--- config.mk ---
export PLATFORM = sky130hd
export DESIGN_NAME = seq_shifter_flat
export DESIGN_NICKNAME = d
export VERILOG_FILES = /design/src/rtl/seq_shifter_if.sv /design/src/rtl/seq_shifter.sv /design/src/flat_wrapper.sv
export SDC_FILE = /design/constraint.sdc
export NUM_CORES = 1
export LEC_CHECK = 0
export CAP_MARGIN = 20
export CORE_MARGIN = 4
export CORE_UTILIZATION = 56
export CTS_BUF_LIST = sky130_fd_sc_hd__clkbuf_16
export DETAILED_ROUTE_END_ITERATION = 7
export GPL_ROUTABILITY_DRIVEN = 1
export PLACE_DENSITY = 0.82
export SYNTH_ARGS = -nofsm -noshare
export SYNTH_HDL_FRONTEND = slang
export SYNTH_SLANG_ARGS = --single-unit
--- constraint.sdc ---
create_clock -name clk -period 5.1 [get_ports clk]
set_clock_uncertainty 0.05 [all_clocks]
set_input_delay 1.53 -clock clk [delete_from_list [all_inputs] [get_ports clk]]
set_output_delay 1.53 -clock clk [all_outputs]
set_load 0.01 [all_outputs]
--- src/rtl/seq_shifter_if.sv ---
// ============================================================================
// Module  : seq_shifter_if
// Brief   : Command/result handshake bundle for the sequential shifter.
// Rev     : 1.0  initial release
// ============================================================================
`default_nettype none

interface seq_shifter_if #(
    parameter int WIDTH = 8
);
    localparam int AMT_W = $clog2(WIDTH);

    logic             in_valid;
    logic             in_ready;
    logic [WIDTH-1:0] a;
    logic             dir;
    logic [1:0]       mode;
    logic [AMT_W-1:0] amt;
    logic             out_valid;
    logic             out_ready;
    logic [WIDTH-1:0] y;
    logic             busy;

    modport master (
        output in_valid, a, dir, mode, amt, out_ready,
        input  in_ready, out_valid, y, busy
    );

    modport slave (
        input  in_valid, a, dir, mode, amt, out_ready,
        output in_ready, out_valid, y, busy
    );
endinterface

`default_nettype wire

--- src/rtl/seq_shifter.sv ---
// ============================================================================
// Module  : seq_shifter
// Brief   : Multi-cycle logical/arithmetic/rotate shifter, STEP bits per clock,
//           valid/ready on command and result, one operation in flight.
// Rev     : 1.0  initial release
// ============================================================================
`default_nettype none

module seq_shifter #(
    parameter int WIDTH = 8,
    parameter int STEP  = 1
) (
    input  wire          clk,
    input  wire          rst_n,
    seq_shifter_if.slave bus
);
    localparam int AMT_W = $clog2(WIDTH);

    localparam logic [AMT_W:0] c_step  = (AMT_W+1)'(STEP);
    localparam logic [AMT_W:0] c_width = (AMT_W+1)'(WIDTH);

    typedef enum logic [1:0] {
        S_IDLE  = 2'd0,
        S_SHIFT = 2'd1,
        S_DONE  = 2'd2
    } state_t;

    state_t             r_state;
    state_t             w_next;
    logic [WIDTH-1:0]   r_work;
    logic [AMT_W-1:0]   r_rem;
    logic               r_dir;
    logic [1:0]         r_mode;
    logic               r_sign;

    logic               w_accept;
    logic [AMT_W-1:0]   w_step;
    logic [AMT_W:0]     w_inv;
    logic [WIDTH-1:0]   w_shifted;

    assign w_accept = bus.in_valid && (r_state == S_IDLE);

    // Bits moved this clock: the lesser of STEP and what is still owed.
    always_comb begin
        w_step = r_rem;
        if ({1'b0, r_rem} >= c_step) begin
            w_step = c_step[AMT_W-1:0];
        end
        w_inv = c_width - {1'b0, w_step};
    end

    always_comb begin
        w_shifted = r_work << w_step;
        if (r_mode == 2'b10) begin
            if (r_dir) begin
                w_shifted = (r_work >> w_step) | (r_work << w_inv);
            end else begin
                w_shifted = (r_work << w_step) | (r_work >> w_inv);
            end
        end else if (r_dir) begin
            if (r_mode == 2'b01) begin
                w_shifted = (r_work >> w_step) | ({WIDTH{r_sign}} << w_inv);
            end else begin
                w_shifted = r_work >> w_step;
            end
        end
    end

    always_ff @(posedge clk or negedge rst_n) begin
        if (!rst_n) begin
            r_state <= S_IDLE;
        end else begin
            r_state <= w_next;
        end
    end

    always_comb begin
        w_next = r_state;
        case (r_state)
            S_IDLE: begin
                if (w_accept) begin
                    w_next = (bus.amt == '0) ? S_DONE : S_SHIFT;
                end
            end
            S_SHIFT: begin
                if (r_rem == w_step) begin
                    w_next = S_DONE;
                end
            end
            S_DONE: begin
                if (bus.out_ready) begin
                    w_next = S_IDLE;
                end
            end
            default: w_next = S_IDLE;
        endcase
    end

    always_ff @(posedge clk or negedge rst_n) begin
        if (!rst_n) begin
            r_work <= '0;
            r_rem  <= '0;
            r_dir  <= 1'b0;
            r_mode <= 2'b00;
            r_sign <= 1'b0;
        end else if (w_accept) begin
            r_work <= bus.a;
            r_rem  <= bus.amt;
            r_dir  <= bus.dir;
            r_mode <= bus.mode;
            r_sign <= bus.a[WIDTH-1];
        end else if (r_state == S_SHIFT) begin
            r_work <= w_shifted;
            r_rem  <= r_rem - w_step;
        end
    end

    assign bus.in_ready  = (r_state == S_IDLE);
    assign bus.out_valid = (r_state == S_DONE);
    assign bus.busy      = (r_state != S_IDLE);
    assign bus.y         = r_work;

endmodule

`default_nettype wire

--- src/flat_wrapper.sv ---
// flat-port wrapper written by rule: the top's interface ports become plain ports
module seq_shifter_flat 
#(
    parameter int WIDTH = 8,
    parameter int STEP  = 1
)
  (clk, rst_n, bus_in_valid, bus_a, bus_dir, bus_mode, bus_amt, bus_out_ready, bus_in_ready, bus_out_valid, bus_y, bus_busy);
  seq_shifter_if #(.WIDTH(WIDTH)) bus_i ();
  input  wire clk;
  input  wire rst_n;
  input wire logic [$bits(bus_i.in_valid)-1:0] bus_in_valid;
  input wire logic [$bits(bus_i.a)-1:0] bus_a;
  input wire logic [$bits(bus_i.dir)-1:0] bus_dir;
  input wire logic [$bits(bus_i.mode)-1:0] bus_mode;
  input wire logic [$bits(bus_i.amt)-1:0] bus_amt;
  input wire logic [$bits(bus_i.out_ready)-1:0] bus_out_ready;
  output wire logic [$bits(bus_i.in_ready)-1:0] bus_in_ready;
  output wire logic [$bits(bus_i.out_valid)-1:0] bus_out_valid;
  output wire logic [$bits(bus_i.y)-1:0] bus_y;
  output wire logic [$bits(bus_i.busy)-1:0] bus_busy;
  assign bus_i.in_valid = bus_in_valid;
  assign bus_i.a = bus_a;
  assign bus_i.dir = bus_dir;
  assign bus_i.mode = bus_mode;
  assign bus_i.amt = bus_amt;
  assign bus_i.out_ready = bus_out_ready;
  assign bus_in_ready = bus_i.in_ready;
  assign bus_out_valid = bus_i.out_valid;
  assign bus_y = bus_i.y;
  assign bus_busy = bus_i.busy;
  seq_shifter #(.WIDTH(WIDTH), .STEP(STEP)) u_core (.clk(clk), .rst_n(rst_n), .bus(bus_i));
endmodule
# == Yosys cells after proc, flatten, opt, wreduce, memory -nomap -nowiden ==
# Cells that the tools add are included.
# totals
out_inout_bits,11
reg_bits,17
inputBits,18
word_cells,45
# op_classes
addsub,2
n_bitwise,3
n_shift,5
eq_ne,8
muxes,14
magnitude_cmp,1
reduce_logical,6
# op_table
op,count
two-way mux 8 bit,6
OR 8 bit,3
<< shifter 8 x 4 -> 8 bit,2
two-way mux 3 bit,3
two-way mux 2 bit,4
<< shifter 8 x 3 -> 8 bit,1
>> shifter 8 x 3 -> 8 bit,1
>> shifter 8 x 4 -> 8 bit,1
one-hot mux 2 bit (3 select lines),1
== test 2 x 1 -> 1 bit (second input constant),2
== test 2 bit (second input constant),2
inequality test 2 x 1 -> 1 bit (second input constant),2
nonzero test 2 bit,2
subtractor 4 x 3 -> 4 bit (first input constant),1
== test 3 bit,1
greater-or-equal comparator 3 x 1 -> 1 bit (second input constant),1
logical NOT 3 bit,1
AND reduction 3 bit,1
subtractor 3 bit,1
logical NOT 2 bit,1
inequality test 2 bit (second input constant),1
logical AND 1 bit,1

# == Logic depth before layout (Yosys ltp) ==
# logic_depth
depth_word,10
ltp_mapped,11
depth_no_buf,8

# == Worst setup path after synthesis ==
# Ideal clock, no wire load.
# synth_timing
path_kind,input to register
from,input bus_in_valid
to,register u_core.r_work[4] (netlist: u_core.bus.y[4])
arrival_time_ns,2.813
required_ns,4.919
setup_time_ns,0.131
path_buffers,1
stages,6
path_slack_ns,2.105
cell_sequence,clkbuf_2 > or3b_2 > a21oi_1 > a221o_2 > nor3_1 > or3_1
# synth_between
elab_chain_cells,2
elab_cells_between_ends,3
cone_classes,mux: 1; reduce/logical: 2
# synth_rtl
item,line,rtl
"start, declared",flat_wrapper.sv:11,input wire logic [$bits(bus_i.in_valid)-1:0] bus_in_valid;
logical AND 1 bit (*),seq_shifter.sv:41,assign w_accept = bus.in_valid && (r_state == S_IDLE);
two-way mux 8 bit or nonzero test 2 bit (tied branches),-,
"end signal, assigned",seq_shifter.sv:107,r_work <= bus.a;
"end signal, assigned",seq_shifter.sv:113,r_work <= w_shifted;
"end, declared",seq_shifter.sv:30,logic [WIDTH-1:0] r_work;
# Mark *: on every way between the ends. The rest lies on a longest branch, timed or not.
# A chain may end at the register's enable or synchronous reset.

# == Final worst setup path ==
# Same ends and word-level chain as after synthesis.

==> run summary <==
The placer's final routability congestion estimate came out at 0.958. The core region area is 2500 µm², and the number of nets in the final layout is 237. The wire length of the first global-routing pass was 7.44 mm; the cell count after synthesis was 195.

The repair_antennas step left the layout with diodes totalling 0. For this block, the initial DRC count from the detailed router was 147. Clock tree synthesis inserted a total of 3 buffers. Final count of pins violating max slew: 0. For the final routed database, the setup TNS stands at 0 ns.

In the final routed layout, each cell accounts on average for 18.4 µm. The netlist uses 55 different library cells. For the total length of routed wires, the log shows 4.50 mm. TritonCTS built the clock tree. The fraction of synthesized cell area taken by the top area cell type is 0.286. Area growth from synthesis to final layout: 22.7%. The kind of cell with the highest combined delay on the critical path was simple AND/OR/NAND/NOR gates. The met2 routing resource usage after global routing was 0.424; the synthesized-area fraction occupied by adder cells was 0.0252. The clock passes through at most 2 buffers.

For the worst setup path, the data arrival time is 3.39 ns. The effective utilization at floorplan was 0.595. The number of H-tree levels came out at 1. By area the synthesized netlist is led by dfrtp_1 29%, nand2_1 7.3%, a21oi_1 6.1%, o21ai_0 4.4%, nor2_1 3.8%. The sequential share of the synthesized area is 0.286. The ratio of final minimum period to clock period is 0.648, and the net count after synthesis is 216. For the detailed-route DRC error count, the log shows 0. Synthesis inferred 17 register bits. The number of flops mapped to enable cells by yosys came out at 0. Setup violations remaining at the end of the flow were counted as 0.

Row generation in the floorplan step produced 18 rows. Dividing the detail-routed via count by the number of cells gives 6.79. Based on the critical path, the design can be clocked at up to 303 MHz. The run gives 0.616 as the share of power burned in combinational logic. The floorplan step defined a die boundary enclosing 3550 µm². The met1 routing resource usage after global routing is 0.367. STA puts the critical path data required time at 5.19 ns.

For the final worst slack, the log shows 1.80 ns. The clock slew at the register clock pins of the worst setup and hold paths is 0.06 ns, and the post-synthesis cell area is 1490 µm². The proportion of total power due to net switching was 0.494. The worst-case IR drop observed on VDD is 0.000455 V.

The shortest period the worst path allows was 3.30 ns; the fraction of layout instances using a drive strength above 1 was 0.0744. After global routing the overflow that remains totals 0. The number of maximum-capacitance constraint violations was 0. The largest family of logic cells by synthesized area is compound AO/OA/AOI/OAI gates. OpenSTA, run right after detailed placement, puts the worst setup slack at 1.53 ns. The critical path capture point type is a flip-flop. Post-CTS repair changed the size of 0 cells. The logs give 0 for the number of antenna violations at the first check in global routing and 652 µW for the switching power summed over all nets. Cell internal power was estimated by the tool at 667 µW.

The flip-flop cell with the highest count after synthesis was dfrtp_1. met2 is the most crowded layer. In this run the vertical extent of the chip is 59.5 µm. Setup repair after global routing left no endpoint under its margin.

The wire-length estimate of the detail-placed layout is 3.13 mm. Cell taking the most area after synthesis: dfrtp_1. After the flow finishes, the layout carries non-filler instances totaling 245. During placement, the flow inserted port buffers numbering 28. The min-delay analysis places its worst path in the category reg -> reg. The count of final hold-check violations is 0, and the overall power after layout is 1.32 mW. In this run the worst path has a maximum fanout of 9.

The transition at the pin with the smallest max-transition slack is 0.805 ns, and the number of fillers in the final layout is 199. The run gives 0.123 as the power share of the clock group. The leakage power figure came out at 0.754 nW. The cell sitting at the root of the clock tree is a clkbuf_16.

After synthesis, the mean cell area works out to 7.63 µm². The run gives 1664 as the via count. In this run the horizontal extent of the chip is 59.5 µm. The async set-or-reset flop fraction in the synthesized netlist was 1.00; the all-layer global routing usage was 0.281. The post-detailed-route count of antenna-violating nets is 0. Traced cell by cell, the critical path runs through clkdlybuf4s50_1 -> or3b_2 -> a21oi_1 -> a221o_2 -> nor3_1 -> or3_1. The yosys synthesis warning count was 0; the simple-gate share of the synthesized area was 0.259. The via count of the first global-routing pass was 1601.

The number of buffer and inverter instances along the worst setup path was 1; the sequential fraction of design power was 0.261. Including well taps, the total number of placed cells is 241. The relative max-transition margin came out at 0.462. The worst setup path is launched from an input pin. The maximum single-stage delay on the critical path works out to 0.62 ns.

The logs give 7 for the number of detailed-routing iterations run before antenna repair and 29 for the number of ports placed on the die boundary. The mux cell area share after synthesis was 0.0437; the total number of clock tree sinks was 17. The power per standard cell area works out to 722 nW/µm². Buffers inserted to repair hold after CTS numbered 0. The area share of xor/xnor cells in the synthesized design works out to 0. The flow ran to the end, and the final reports show no timing, DRC or antenna violations. The pin count of the biggest net entering global routing is 20, and the met3 track demand over resource in global routing is 0.0566. The post-route core utilization is 0.730.

The slowest cell on the critical path is clkdlybuf4s50_1. The compound-gate portion of the synthesized area was 0.310. The number of setup buffers added after CTS is 0. The worst setup path is of the in -> reg kind. For the worst-skew pair, the clock arrives at the later sink with an insertion delay of 0.26 ns.
==> worst paths after layout <==
path / depth (start not counted) / end / start / slack (ns)
max in group asynchronous: 1 / u_core.bus.y[5] / rst_n / 2.80
setup reg to reg: 8 / u_core.bus.y[1] / u_core.r_rem[2] / 1.80
setup / recovery: 6 / u_core.bus.y[4] / bus_in_valid / 1.80
hold / removal: 2 / u_core.r_sign / u_core.r_sign / 0.44
min in group asynchronous: 1 / u_core.bus.y[4] / rst_n / 1.69
hold reg to reg: 2 / u_core.r_sign / u_core.r_sign / 0.44
==> cells by family after synthesis <==
kind of cell / after synthesis
adders and majority gates: 3
and+or+nand+nor: 77
AOI/OAI and AO/OA: 67
muxes: 6
other: 1
DFF: 17
buffers and inverters: 24
==> stage by stage <==
step	instance area, µm²	hold WS [ns]
after floorplan	1490	0.396
after global placement	1750	0.414
after detailed placement	1750	0.421
after CTS	1830	0.434
after global routing	1830	0.470
final	1830	0.440
==> Yosys cell counts, types with 2 or more instances <==
library cell	number
a31oi_1	2
or3_1	6
nand2b_1	2
nor4_1	2
nor2_1	15
a32oi_1	2
inv_1	10
ha_1	3
a221o_1	2
or2_2	2
clkbuf_2	2
o22ai_1	5
nand3_1	5
a21oi_1	18
a22oi_1	2
dfrtp_1	17
clkbuf_1	8
a211oi_1	4
nor3_1	4
buf_6	2
mux2i_1	4
o21ai_0	13
o211ai_1	2
nand2_1	29
nor2b_1	4
==> flip-flops by register name, summed over array words and instances, names as in the netlist <==
| register | count |
|---|---|
| u_core.bus.y | 8 |
| u_core.r_rem | 3 |
| u_core.r_mode | 2 |
| u_core.r_state | 2 |
| u_core.r_dir | 1 |
| u_core.r_sign | 1 |
==> cells in the final DEF (no fill, tap or decap), types with 3 or more instances in the layout <==
| cell | synthesis | layout |
|---|---|---|
| o21ai_0 | 13 | 13 |
| nand2_1 | 29 | 29 |
| nor2b_1 | 4 | 4 |
| o22ai_1 | 5 | 5 |
| nor3_1 | 4 | 4 |
| dfrtp_1 | 17 | 17 |
| a21oi_1 | 18 | 18 |
| clkbuf_16 | 0 | 3 |
| inv_1 | 10 | 10 |
| nor2_1 | 15 | 15 |
| nand3_1 | 5 | 5 |
| clkdlybuf4s50_1 | 0 | 28 |
| ha_1 | 3 | 3 |
| or3_1 | 6 | 6 |
| a211oi_1 | 4 | 4 |
| mux2i_1 | 4 | 4 |
==> worst min-delay path, delay by kind of cell (launching register included) <==
family        cells  cell delay, ns
flops             1            0.34
simple gates      2            0.11
==> power by group through the flow <==
stage	Clock [mW]	Sequential, mW	Combinational, mW
after floorplan	0	0.284	0.607
after global placement	0	0.331	0.775
after detailed placement	0	0.337	0.783
after CTS	0.164	0.335	0.794
after global routing	0.171	0.355	0.890
final	0.162	0.344	0.812
==> cell type report <==
class / instances / area (µm²) / share of cell area
clock buffers: 3 / 75.1 / 0.0411
clock inverters: 1 / 5.00 / 0.00274
inverters: 11 / 42.5 / 0.0233
flip-flops and latches: 17 / 425 / 0.233
multi-input cells: 154 / 952 / 0.522
well taps: 30 / 37.5 / 0.0206
repair buffers: 29 / 288 / 0.158
==> layer usage <==
metal  wire length (µm)  vias up  part of all wire
li1                   -      760                 -
met1               1790      766              0.40
met2               2040      113              0.45
met3                468       25              0.10
met4                192        0             0.043
met5                  0        -                 0
No activity file was read; power rests on OpenSTA's default activity.
